<file path="src/rtl/operand_fetch.sv">
// -----------------------------------------------------------------------------
// operand_fetch
//
// Pipeline stage between decode and execute. It reads two source registers
// from the register file and resolves each operand in priority order:
// the zero register, then the execute-stage result, then the writeback data,
// then the register-file data. A load still in execute whose destination
// feeds a used source stalls the stage. While stalled, the stage inserts a
// bubble downstream and counts the stall cycles.
//
// Ports
//   clk, rst                   clock; asynchronous active-low reset
//   in_valid / in_ready        handshake with decode
//   in_rn, in_rm, in_rd        source and destination register indices
//   in_use_rn, in_use_rm       marks which sources the instruction reads
//   in_reg_write, in_is_load   attributes of the decoded instruction
//   readRegA/B, readDataA/B    register-file read port
//   ex_*                       forwarding source from the execute stage
//   wb_*                       forwarding source from writeback
//   flush                      discards the output slot and blocks the input
//   out_valid / out_ready      handshake with execute
//   out_opA, out_opB           resolved operands
//   out_rd, out_reg_write,     destination and attributes forwarded
//   out_is_load                  to execute
//   stall_count                saturating count of load-use stall cycles
// -----------------------------------------------------------------------------
module operand_fetch #(
    parameter int DATA_WIDTH = 64,
    parameter int ADDR_WIDTH = 5,
    parameter int ZR         = 31
) (
    input  logic                  clk,
    input  logic                  rst,

    input  logic                  in_valid,
    output logic                  in_ready,
    input  logic [ADDR_WIDTH-1:0] in_rn,
    input  logic [ADDR_WIDTH-1:0] in_rm,
    input  logic [ADDR_WIDTH-1:0] in_rd,
    input  logic                  in_use_rn,
    input  logic                  in_use_rm,
    input  logic                  in_reg_write,
    input  logic                  in_is_load,

    output logic [ADDR_WIDTH-1:0] readRegA,
    output logic [ADDR_WIDTH-1:0] readRegB,
    input  logic [DATA_WIDTH-1:0] readDataA,
    input  logic [DATA_WIDTH-1:0] readDataB,

    input  logic                  ex_valid,
    input  logic [ADDR_WIDTH-1:0] ex_rd,
    input  logic                  ex_reg_write,
    input  logic                  ex_is_load,
    input  logic [DATA_WIDTH-1:0] ex_result,

    input  logic                  wb_write,
    input  logic [ADDR_WIDTH-1:0] wb_rd,
    input  logic [DATA_WIDTH-1:0] wb_data,

    input  logic                  flush,
    output logic                  out_valid,
    input  logic                  out_ready,
    output logic [DATA_WIDTH-1:0] out_opA,
    output logic [DATA_WIDTH-1:0] out_opB,
    output logic [ADDR_WIDTH-1:0] out_rd,
    output logic                  out_reg_write,
    output logic                  out_is_load,
    output logic [15:0]           stall_count
);

    localparam logic [ADDR_WIDTH-1:0] ZR_IDX = ADDR_WIDTH'(ZR);

    // Per-source views so that both operands share one resolution circuit.
    logic [ADDR_WIDTH-1:0] src_idx  [2];
    logic [DATA_WIDTH-1:0] rf_data  [2];
    logic [DATA_WIDTH-1:0] resolved [2];
    logic [1:0]            src_used;
    logic [1:0]            load_use;

    logic hazard;
    logic advance;
    logic take;

    assign readRegA = in_rn;
    assign readRegB = in_rm;

    assign src_idx[0]  = in_rn;
    assign src_idx[1]  = in_rm;
    assign rf_data[0]  = readDataA;
    assign rf_data[1]  = readDataB;
    assign src_used[0] = in_use_rn;
    assign src_used[1] = in_use_rm;

    genvar gi;
    generate
        for (gi = 0; gi < 2; gi++) begin : g_src
            logic not_zr;
            logic ex_hit;
            logic wb_hit;
            logic ld_hit;

            assign not_zr = (src_idx[gi] != ZR_IDX);
            // A load result is not available until after execute, so it is
            // never forwarded from ex; it stalls the consumer instead.
            assign ex_hit = ex_valid && ex_reg_write && !ex_is_load
                            && (ex_rd == src_idx[gi]) && not_zr;
            assign wb_hit = wb_write && (wb_rd == src_idx[gi]) && not_zr;
            assign ld_hit = ex_valid && ex_reg_write && ex_is_load
                            && (ex_rd == src_idx[gi]) && not_zr;

            assign resolved[gi] = !not_zr ? '0          :
                                  ex_hit  ? ex_result   :
                                  wb_hit  ? wb_data     :
                                            rf_data[gi];

            // Unused sources are resolved but can never stall the stage.
            assign load_use[gi] = src_used[gi] && ld_hit;
        end
    endgenerate

    assign hazard   = in_valid && (|load_use);
    assign advance  = !out_valid || out_ready;
    assign in_ready = advance && !hazard && !flush;
    assign take     = in_valid && in_ready;

    always_ff @(posedge clk or negedge rst) begin
        if (!rst) begin
            out_valid     <= 1'b0;
            out_opA       <= '0;
            out_opB       <= '0;
            out_rd        <= '0;
            out_reg_write <= 1'b0;
            out_is_load   <= 1'b0;
        end else if (flush) begin
            // Only the valid bit is cleared; the data registers are don't-care.
            out_valid <= 1'b0;
        end else if (advance) begin
            out_valid <= take;
            if (take) begin
                out_opA       <= resolved[0];
                out_opB       <= resolved[1];
                out_rd        <= in_rd;
                // Writes to the zero register are architecturally discarded.
                out_reg_write <= in_reg_write && (in_rd != ZR_IDX);
                out_is_load   <= in_is_load;
            end
        end
    end

    always_ff @(posedge clk or negedge rst) begin
        if (!rst) begin
            stall_count <= '0;
        end else if (hazard && !flush && (stall_count != 16'hFFFF)) begin
            stall_count <= stall_count + 16'd1;
        end
    end

endmodule

</file>
<file path="config.mk">
export PLATFORM = sky130hd
export DESIGN_NAME = operand_fetch
export DESIGN_NICKNAME = d
export VERILOG_FILES = /design/src/rtl/operand_fetch.sv
export SDC_FILE = /design/constraint.sdc
export NUM_CORES = 1
export LEC_CHECK = 0
export BUFFER_PORTS_ARGS = -buffer_cell sky130_fd_sc_hd__clkbuf_2
export CORE_AREA = 2 2 180 182
export CTS_BUF_LIST = sky130_fd_sc_hd__clkbuf_4 sky130_fd_sc_hd__clkbuf_8
export DETAILED_ROUTE_END_ITERATION = 8
export DIE_AREA = 0 0 182 184
export PLACE_DENSITY_LB_ADDON = 0.25
export SYNTH_ARGS = -nofsm -noshare
export SYNTH_HDL_FRONTEND = slang
export SYNTH_SLANG_ARGS = --single-unit
</file>
<file path="constraint.sdc">
create_clock -name clk -period 2.45 [get_ports clk]
set_input_delay 0.1225 -clock clk [delete_from_list [all_inputs] [get_ports clk]]
set_output_delay 0.1225 -clock clk [all_outputs]
set_load 0.05 [all_outputs]
</file>
==> results of run 1 <==
how the worst min path moves through the flow:
| stage | from | slack [ps] | cells past startpoint | end |
|---|---|---|---|---|
| floorplan | rst | -170 | 0 | out_is_load |
| global placement | rst | 150 | 1 | stall_count[3] |
| detailed placement | rst | 150 | 1 | stall_count[0] |
| CTS | wb_data[48] | 10 | 4 | out_opA[48] |
| global route | wb_data[48] | 40 | 4 | out_opA[48] |
| finish | wb_data[48] | 40 | 4 | out_opA[48] |
cells in the mapped netlist (2+ instances only):
cell type / number / area [um2]
clkbuf_1: 51 / 191.4
buf_4: 16 / 120.1
buf_1: 8 / 30.03
nor2_1: 69 / 259.0
nor4_1: 2 / 12.51
mux2_2: 9 / 101.4
o31ai_1: 4 / 30.03
buf_2: 25 / 125.1
nand2_1: 336 / 1261
and4_1: 2 / 17.52
o21ai_0: 68 / 340.3
and3_1: 68 / 425.4
nand4_1: 8 / 50.05
o31ai_2: 60 / 750.7
nor3_1: 3 / 15.01
nand2b_1: 2 / 12.51
buf_6: 6 / 67.56
xor2_1: 6 / 52.55
nand3_1: 8 / 40.04
and2_1: 3 / 18.77
nor4_4: 2 / 42.54
a22o_1: 64 / 560.5
xnor2_1: 26 / 227.7
dfrtp_1: 152 / 3804
a32oi_1: 64 / 560.5
or4_1: 2 / 15.01
registers in the layout (all words and copies together), names as in the netlist:
name           count
out_is_load        1
out_opA           64
out_opB           64
out_rd             5
out_reg_write      1
out_valid          1
stall_count       16
timing repair:
action | CTS | global route
endpoints found under the setup margin | 0 | 70
hold endpoints to repair | 121 | 0
hold buffers | 137 | 0
gates resized for setup | 0 | 4
cell type report:
type / instances / area [um2]
inverter: 1 / 3.754
multi-input combinational: 824 / 5021
clock inverter: 13 / 97.59
tap: 402 / 503.0
fill: 3203 / 17650
timing repair buffer: 621 / 4058
clock buffer: 19 / 255.2
sequential: 152 / 3804
layer usage:
metal	vias to the layer above	part of all wire (%)	global-route usage (%)
met5	-	0	0
met4	0	3.6	9.903
met3	85	7.6	5.428
met2	523	48	38.31
met1	5215	41	28.59
li1	4908	-	-
critical path, stage by stage (launching register included):
cell           delay [ps]
dfrtp_1               390
nand2b_1               90
nor2b_2               160
and2_4                170
nand3_4               110
or2_4                 280
buf_12                190
o31ai_2               270
dlygate4sd3_1         580
where the power goes:
part | internal (mW) | switching, mW
Sequential | 2.87 | 0.229
Clock | 0.746 | 1.12
Combinational | 1.16 | 2.29
logic make-up after synthesis:
family,Yosys count,share of synthesized area [%]
AOI/OAI and AO/OA,266,24.85
xor gates and xnor gates,32,3.009
adders and majority gates,1,0.1343
buffers and inverters,107,5.776
DFF,152,40.83
muxes,10,1.209
and+or+nand+nor,515,24.19
metrics by stage:
stage,total power [mW],instances,TNS [ps]
after floorplan,5.213,1083,0
after global routing,8.773,2032,-78.53
after global placement,6.228,1863,0
after CTS,8.451,2032,0
final,8.408,2032,0
after detailed placement,6.247,1863,0
==> metrics.md, run 1 <==
| Metric | Value |
|---|---|
| Starting density of the core | around 30% |
| Max_cap viols | 0 |
| Commonest non-fill, non-tap cell in the layout | clkbuf_2 |
| Ant diodes | 0 |
| EDFF count, synth | 0 |
| Synth cell types | 45 |
| TritonCTS buffer count | 17 |
| Commonest non-fill, non-tap cells in the layout | clkbuf_2, nand2_1, dfrtp_1 |
| Reg2Reg Setup Slack | between 80 and 90 ps |
| Status | finished, final reports clean |
| CTS Root Cell | clkbuf_8 |
| Setup Fix Bufs, Post-CTS | 0 |
| CTS sink count | 152 |
| Vias per inst | approximately 5.3 |
| Antenna-violating nets left | 0 |
| Cells after Synth | between 1000 and 1500 |
| Worst Hold Class | input pin to flop |
| Worst slack, placed | roughly 210 ps |
| Actual slew at the worst max-slew pin | roughly 960 ps |
| Hold slack | 39.46 ps |
| Leak Pwr | between 6 and 7 nW |
| Tcrit/Tclk final | between 90% and 100% |
| Die Width | between 150 and 200 um |
| Final Hold Fails | 0 |
| H-tree levels | 4 |
| Worst setup margin | around 89 ps |
| End of the critical path | out_opA[35] |
| Boundary Pins | between 400 and 500 |
| Core footprint | about 31000 um2 |
| Max Freq | approximately 0.42 GHz |
| Worst flop-to-flop path endpoint | out_opA[35] |
| Drc violations | 0 |
| Die height | roughly 180 um |
| Placed inst area | between 10000 and 15000 um2 |
| Yosys warning count | 0 |
| Worst-Skew Late Latency | approximately 490 ps |
| Row cnt | between 60 and 70 |
| Clock buffer depth | 2 |
| Reg2reg start | out_valid |
| P&R area growth vs syn | 47.52% |
| PD cells | 611.9 nW/um2 |
| Synth async-reset ratio | 100.0% |
| Initial antenna violation count | 0 |
| Share of post-route cells with drive strength above 1 | a little under two fifths |
| WL per Instance | 19.44 um |
| Design area | 13740 um2 |
| Synth Cell Area | 9315 um2 |
| DIE AREA | about 33000 um2 |
| Clock transition at path regs | approximately 100 ps |
| Worst relative slew slack | 35.95% |
| Vias in the first global route | roughly 11000 |
| Detailed-route via count | around 11000 |
| Final core occ | roughly 44% |
| Routed WL | slightly below 40000 um |
| Fin nets | 1912 |
| Crit-path max FO | 33 |
| Peak supply drop | roughly 390 uV |
| CTS tree | yes |
| IO Port Bufs | between 400 and 500 |
| DRT iter0 DRCs | ~750 |
| Pre-antenna DRT Iters | 5 |
| Main synth FF type | dfrtp_1 |
| Data required, critical path | 2880 ps |
| Largest net degree at the start of global routing | between 60 and 70 |
| Yosys reg bits | between 150 and 200 |
| Aggregate global routing overflow | 0 |
| Register area share after synthesis | around 41% |
| Crit Path Category | flop to flop |
| Total GRT Usage | a little under a quarter |
| Syn_nets | approximately 1400 |
| Reg2reg path depth | 8 |
| Critical path launch point | out_valid |
| Crit path capture type | flop |
| Fin. max-slew vios | 0 |
| Gpl congestion | 0.8492 |
| Arrival time at the worst endpoint | around 2800 ps |
| Final setup violation count | 0 |
| Startpoint types | flop |
| HPWL Detailed | approximately 26000 um |
| Synth Area per Inst | 8.601 um2 |
| Tmin final | between 2000 and 2500 ps |
| RSZ-0062 raised after global routing | yes |
| Worst Skew | between 10 and 15 ps |
| First-pass GRT wire length | around 60000 um |
(Power assumes the default switching activity.)
==> inputs of run 2 (changes only) <==
- clock period: 2.45 -> 2.6 ns (I/O delays scaled with it)
==> run 2 against run 1 <==
  * Clock skew down 1.8 ps
  * Power shrank 4.6%
  * Sequential share of layout area increased by 0.39 points
  * Clock power up 9%
  * Global-route usage fell by 0.42 points
  * Highest routed layer unchanged
  * Critical endpoint is now out_opA[4]
==> metrics.md, run 2 (synthesis results as in run 1) <==
| Metric | Value |
|---|---|
| Crit-path max FO | 26 |
| Peak supply drop | between 300 and 400 uV |
| Total chip power | between 8 and 9 mW |
| Initial antenna violation count | 1 |
| Gpl congestion | roughly 0.86 |
| Core footprint | 31390 um2 |
| Die height | between 150 and 200 um |
| Fin nets | around 1900 |
| Antenna-violating nets left | 0 |
| Crit path capture type | flop |
| Fin. max-slew vios | 0 |
| Startpoint types | flop |
| Status | finished, final reports clean |
| Resized Gates After CTS | 0 |
| Clock transition at path regs | about 100 ps |
| WL per Instance | between 15 and 20 um |
| Vias in the first global route | roughly 11000 |
| CP delay by family, top | simple AND/OR/NAND/NOR gates |
| CTS tree | yes |
| H-tree levels | 4 |
| WP buf/inv | 2 |
| TritonCTS buffer count | 17 |
| Final Hold Fails | 0 |
| DRT iter0 DRCs | about 540 |
| Aggregate global routing overflow | 0 |
| Commonest non-fill, non-tap cells in the layout | clkbuf_2, nand2_1, dfrtp_1 |
| Crit-path max cell delay | just under 600 ps |
| Starting density of the core | just under 30% |
| Commonest non-fill, non-tap cell in the layout | clkbuf_2 |
| Largest net degree at the start of global routing | 76 |
| Worst Skew | around 11 ps |
| Biggest regs | out_opA x64, out_opB x64, stall_count x16 |
| Die Width | around 180 um |
| Total GRT Usage | 22.60% |
| WP depth | 8 |
| IO Port Bufs | about 460 |
| Worst Hold Class | input pin to flop |
| Actual slew at the worst max-slew pin | 1087 ps |
| Slowest CP cell | dlygate4sd3_1 |
| Drc violations | 0 |
| DIE AREA | roughly 33000 um2 |
| Vias per inst | ~5.2 |
| Detailed-route via count | between 10000 and 15000 |
| CTS sink count | about 150 |
| First-pass GRT wire length | a little under 60000 um |
| Setup TNS | 0 ps |
| Arrival time at the worst endpoint | 2820 ps |
| Data required, critical path | around 3000 ps |
| Max_cap viols | 0 |
| Leak Pwr | between 6 and 7 nW |
| Worst-Skew Late Latency | about 470 ps |
| RSZ-0062 raised after global routing | no |
| Worst relative slew slack | 27.43% |
| P&R area growth vs syn | 45.45% |
| Crit path cell chain | nand2b_1, nor2b_1, and2_1, nand3_4, or2_4, buf_12, o31ai_2, dlygate4sd3_1 |
| Boundary Pins | around 460 |
| Routed WL | 39590 um |
| HPWL Detailed | ~26000 um |
| Pre-antenna DRT Iters | 5 |
| Clock buffer depth | 2 |
| Max Freq | 0.4153 GHz |
| Reg2reg path depth | 8 |
| CTS Root Cell | clkbuf_8 |
| Tcrit/Tclk final | between 90% and 100% |
| Row cnt | 65 |
| Final setup violation count | 0 |
| Share of post-route cells with drive strength above 1 | a little under two fifths |
| Hold Crit Depth | 4 |
| Crit Path Category | flop to flop |
| Tmin final | approximately 2400 ps |
| PD cells | between 500 and 600 nW/um2 |
run 2: layout make-up:
type                       count  area [um2]
sequential                   152        3804
clock inverter                12       165.2
antenna                        1       2.502
inverter                       1       3.754
multi-input combinational    825        5009
tap                          402       503.0
clock buffer                  20       262.8
timing repair buffer         601        3800
fill                        3221       17840
run 2: power by group:
part / total, mW / internal, mW / switching, mW
Combinational: 3.09 / 0.958 / 2.13
Sequential: 2.91 / 2.71 / 0.205
Clock: 2.02 / 1.01 / 1.01
Total: 8.02 / 4.67 / 3.35
run 2: routing by layer:
layer	GRT usage, %	share of wire (%)	vias up	wire length, um
met1	27.15	40	5083	15960
met5	0	0	-	0
met3	5.368	7.7	81	3066
met4	9.097	3.2	0	1255
li1	-	-	4872	-
met2	38.98	49	508	19300
run 2: per-stage QoR:
stage,cell area (um2),util [%],instances,hold slack [ps],worst slack [ps]
final,13550,43.16,2014,38.84,192.0
after floorplan,9315,-,1083,-165.6,400.3
after detailed placement,11960,38.10,1863,-35.06,149.3
after global placement,11960,38.10,1863,-35.82,196.9
after CTS,13430,42.78,1999,0.2063,26.46
after global routing,13550,43.15,2013,4.215,22.11
run 2: worst register-to-register path: stages (launching register included):
cell	delay, ps
dfrtp_1	380
nand2b_1	90
nor2b_1	150
and2_1	210
nand3_4	120
or2_4	350
buf_12	200
o31ai_2	270
dlygate4sd3_1	580
run 2: repair_timing:
action,4_1_cts,5_1_grt
hold endpoints to repair,224,0
buffers inserted,0,13
endpoints found under the setup margin,0,32
hold buffers,104,0
run 2: path summary, 6_finish.rpt:
| path | start | to | slack (ps) |
|---|---|---|---|
| hold reg to reg | out_opA[10] | out_opA[10] | 480 |
| max in group asynchronous | rst | stall_count[3] | 1460 |
| setup reg to reg | out_valid | out_opA[4] | 190 |
| hold / removal | readDataA[45] | out_opA[45] | 40 |
| setup / recovery | out_valid | out_opA[4] | 190 |
| min in group asynchronous | rst | out_opA[9] | 230 |
==> inputs of run 3 (changes only) <==
- PLACE_DENSITY: default -> 0.58
- PLACE_DENSITY_LB_ADDON: 0.25 -> default
==> run 3 against run 2 <==
  * Sequential share of layout area decreased by 0.56 points
  * Final area increased by 2.0%
  * Fmax decreased by 0.53%
  * Worst hold slack improved by 9.7 ps
  * Critical path depth unchanged
  * Setup slack got worse by 13 ps
  * Critical endpoint is now out_opA[8]
==> metrics.md, run 3 (synthesis results as in run 1) <==
| Metric | Value |
|---|---|
| Worst setup margin | ~180 ps |
| # fillers | 3218 |
| Final core occ | 44.04% |
| Final Hold Fails | 0 |
| DRT iter0 DRCs | ~680 |
| CTS sink count | roughly 150 |
| Initial antenna violation count | 2 |
| Reg2reg path depth | 8 |
| HPWL Detailed | approximately 26000 um |
| Status | finished, final reports clean |
| Detailed-route via count | 10770 |
| Worst flop-to-flop path endpoint | out_opA[8] |
| Vias per inst | roughly 5.3 |
| Gpl congestion | 0.8796 |
| Seq. cell area | 3804 um2 |
| Leak Pwr | a little under 7 nW |
| Drc violations | 0 |
| Largest net degree at the start of global routing | 153 |
| Max_cap viols | 0 |
| Resized Gates After CTS | 0 |
| Arrival time at the worst endpoint | 2850 ps |
| Clock buffer depth | 2 |
| Vias in the first global route | 11030 |
| Commonest non-fill, non-tap cell in the layout | clkbuf_2 |
| Hold Crit Depth | 4 |
| Worst Skew | between 10 and 15 ps |
| Slowest CP cell | dlygate4sd3_1 |
| First-pass GRT wire length | slightly above 60000 um |
| Area of the multi-input gates | about 5000 um2 |
| Data required, critical path | approximately 3000 ps |
| Starting density of the core | ~30% |
| RSZ-0062 raised after global routing | no |
| Crit Path Category | flop to flop |
| Actual slew at the worst max-slew pin | between 900 and 1000 ps |
| Worst Hold Class | input pin to flop |
| Clock transition at path regs | approximately 90 ps |
| Routed WL | between 30000 and 40000 um |
| CTS Root Cell | clkbuf_8 |
| Share of post-route cells with drive strength above 1 | a little over a third |
| Hold path start | wb_data[55] |
| Crit-path max cell delay | roughly 600 ps |
| Reg2reg start | out_valid |
| Reg2Reg Setup Slack | 180 ps |
| Commonest non-fill, non-tap cells in the layout | clkbuf_2, nand2_1, dfrtp_1 |
| Antenna-violating nets left | 0 |
| Biggest regs | out_opA x64, out_opB x64, stall_count x16 |
| Die height | 184 um |
| CTS tree | yes |
| Worst relative slew slack | between 30% and 40% |
| Critical path launch point | out_valid |
| Setup TNS | 0 ps |
| Fin nets | around 1900 |
| Aggregate global routing overflow | 0 |
| TritonCTS buffer count | 17 |
| Boundary Pins | about 460 |
| Tmin final | 2421 ps |
| Total GRT Usage | between 20% and 30% |
| WHS Endpoint | out_opA[55] |
| H-tree levels | 4 |
| Worst slack, placed | ~420 ps |
| PD cells | roughly 570 nW/um2 |
| Peak supply drop | slightly above 300 uV |
| Crit-path max FO | 28 |
| Row cnt | 65 |
| WL per Instance | ~19 um |
| Crit path cell chain | nand2b_1, nor2b_1, and2_1, nand3_4, or2_4, buf_12, o31ai_1, dlygate4sd3_1 |
| Worst-Skew Late Latency | roughly 500 ps |
| P&R area growth vs syn | 48.42% |
| Tcrit/Tclk final | 93.11% |
| DIE AREA | around 33000 um2 |
| IO Port Bufs | between 400 and 500 |
| Core footprint | about 31000 um2 |
| Die Width | between 150 and 200 um |
| Crit path capture type | flop |
| Pre-antenna DRT Iters | 5 |
| Final setup violation count | 0 |
| Max Freq | between 0.4 and 0.5 GHz |
| Fin. max-slew vios | 0 |
| Startpoint types | flop |
## run 3: cell count changes in the layout (fill, tap and decap cells not counted), sizes merged
cell / previous run / this run
diode: 1 / 2
nor2: 71 / 70
clkinv: 2 / 5
buf: 42 / 29
clkinvlp: 3 / 4
dlygate4sd3: 104 / 149
bufinv: 3 / 1
inv: 5 / 4
clkbuf: 475 / 474
## run 3: what timing repair did
| action | in CTS | in global routing |
|---|---|---|
| endpoints found under the setup margin | 0 | 29 |
| hold buffers | 149 | 0 |
| hold endpoints to repair | 224 | 0 |
| setup buffers | 0 | 4 |
## run 3: layer usage
metal | track usage (%) | vias up | share of wire [%] | wire (um)
li1 | - | 4949 | - | -
met5 | 0 | - | 0 | 0
met1 | 27.70 | 5214 | 40 | 15960
met2 | 39.33 | 540 | 49 | 19170
met4 | 10.39 | 0 | 3.1 | 1223
met3 | 5.269 | 71 | 7.9 | 3117
## run 3: stage by stage
step | area (um2) | hold slack [ps] | power (mW) | cells
floorplan | 9315 | -165.6 | 4.913 | 1083
global placement | 11920 | 351.0 | 5.842 | 1859
detailed placement | 11920 | 352.5 | 5.864 | 1859
CTS | 13790 | 0.09359 | 7.985 | 2040
global route | 13830 | 23.71 | 8.292 | 2046
finish | 13830 | 48.58 | 7.926 | 2046
## run 3: worst max path at each step
stage	endpoint	slack, ps	cells past startpoint
final	out_opA[8]	180	8
after floorplan	stall_count[1]	400	5
after global placement	out_opB[41]	460	8
after detailed placement	out_opA[41]	420	8
after global routing	out_opA[8]	70	8
after CTS	out_opA[21]	30	8
## run 3: area by class of cell
type,instances,area share (%)
Antenna cell,2,0.03620
Clock buffer,19,1.891
Clock inverter,13,0.8597
Inverter,1,0.02715
Multi-Input combinational cell,824,36.18
Sequential cell,152,27.51
Tap cell,402,3.638
Timing Repair Buffer,633,29.86
## run 3: worst max-delay path: cells and delay by family (launching register included)
family / cells / cell delay [ps]
simple gates: 5 / 860
buf+inv: 2 / 800
flops: 1 / 390
compound gates: 1 / 290
## run 3: power breakdown
part	switching, mW	leakage (nW)	internal [mW]	total, mW
logic	2.14	4.80	1.03	3.17
registers	0.211	1.91	2.71	2.92
clock network	1.03	0.185	0.812	1.84
total	3.38	6.90	4.55	7.93
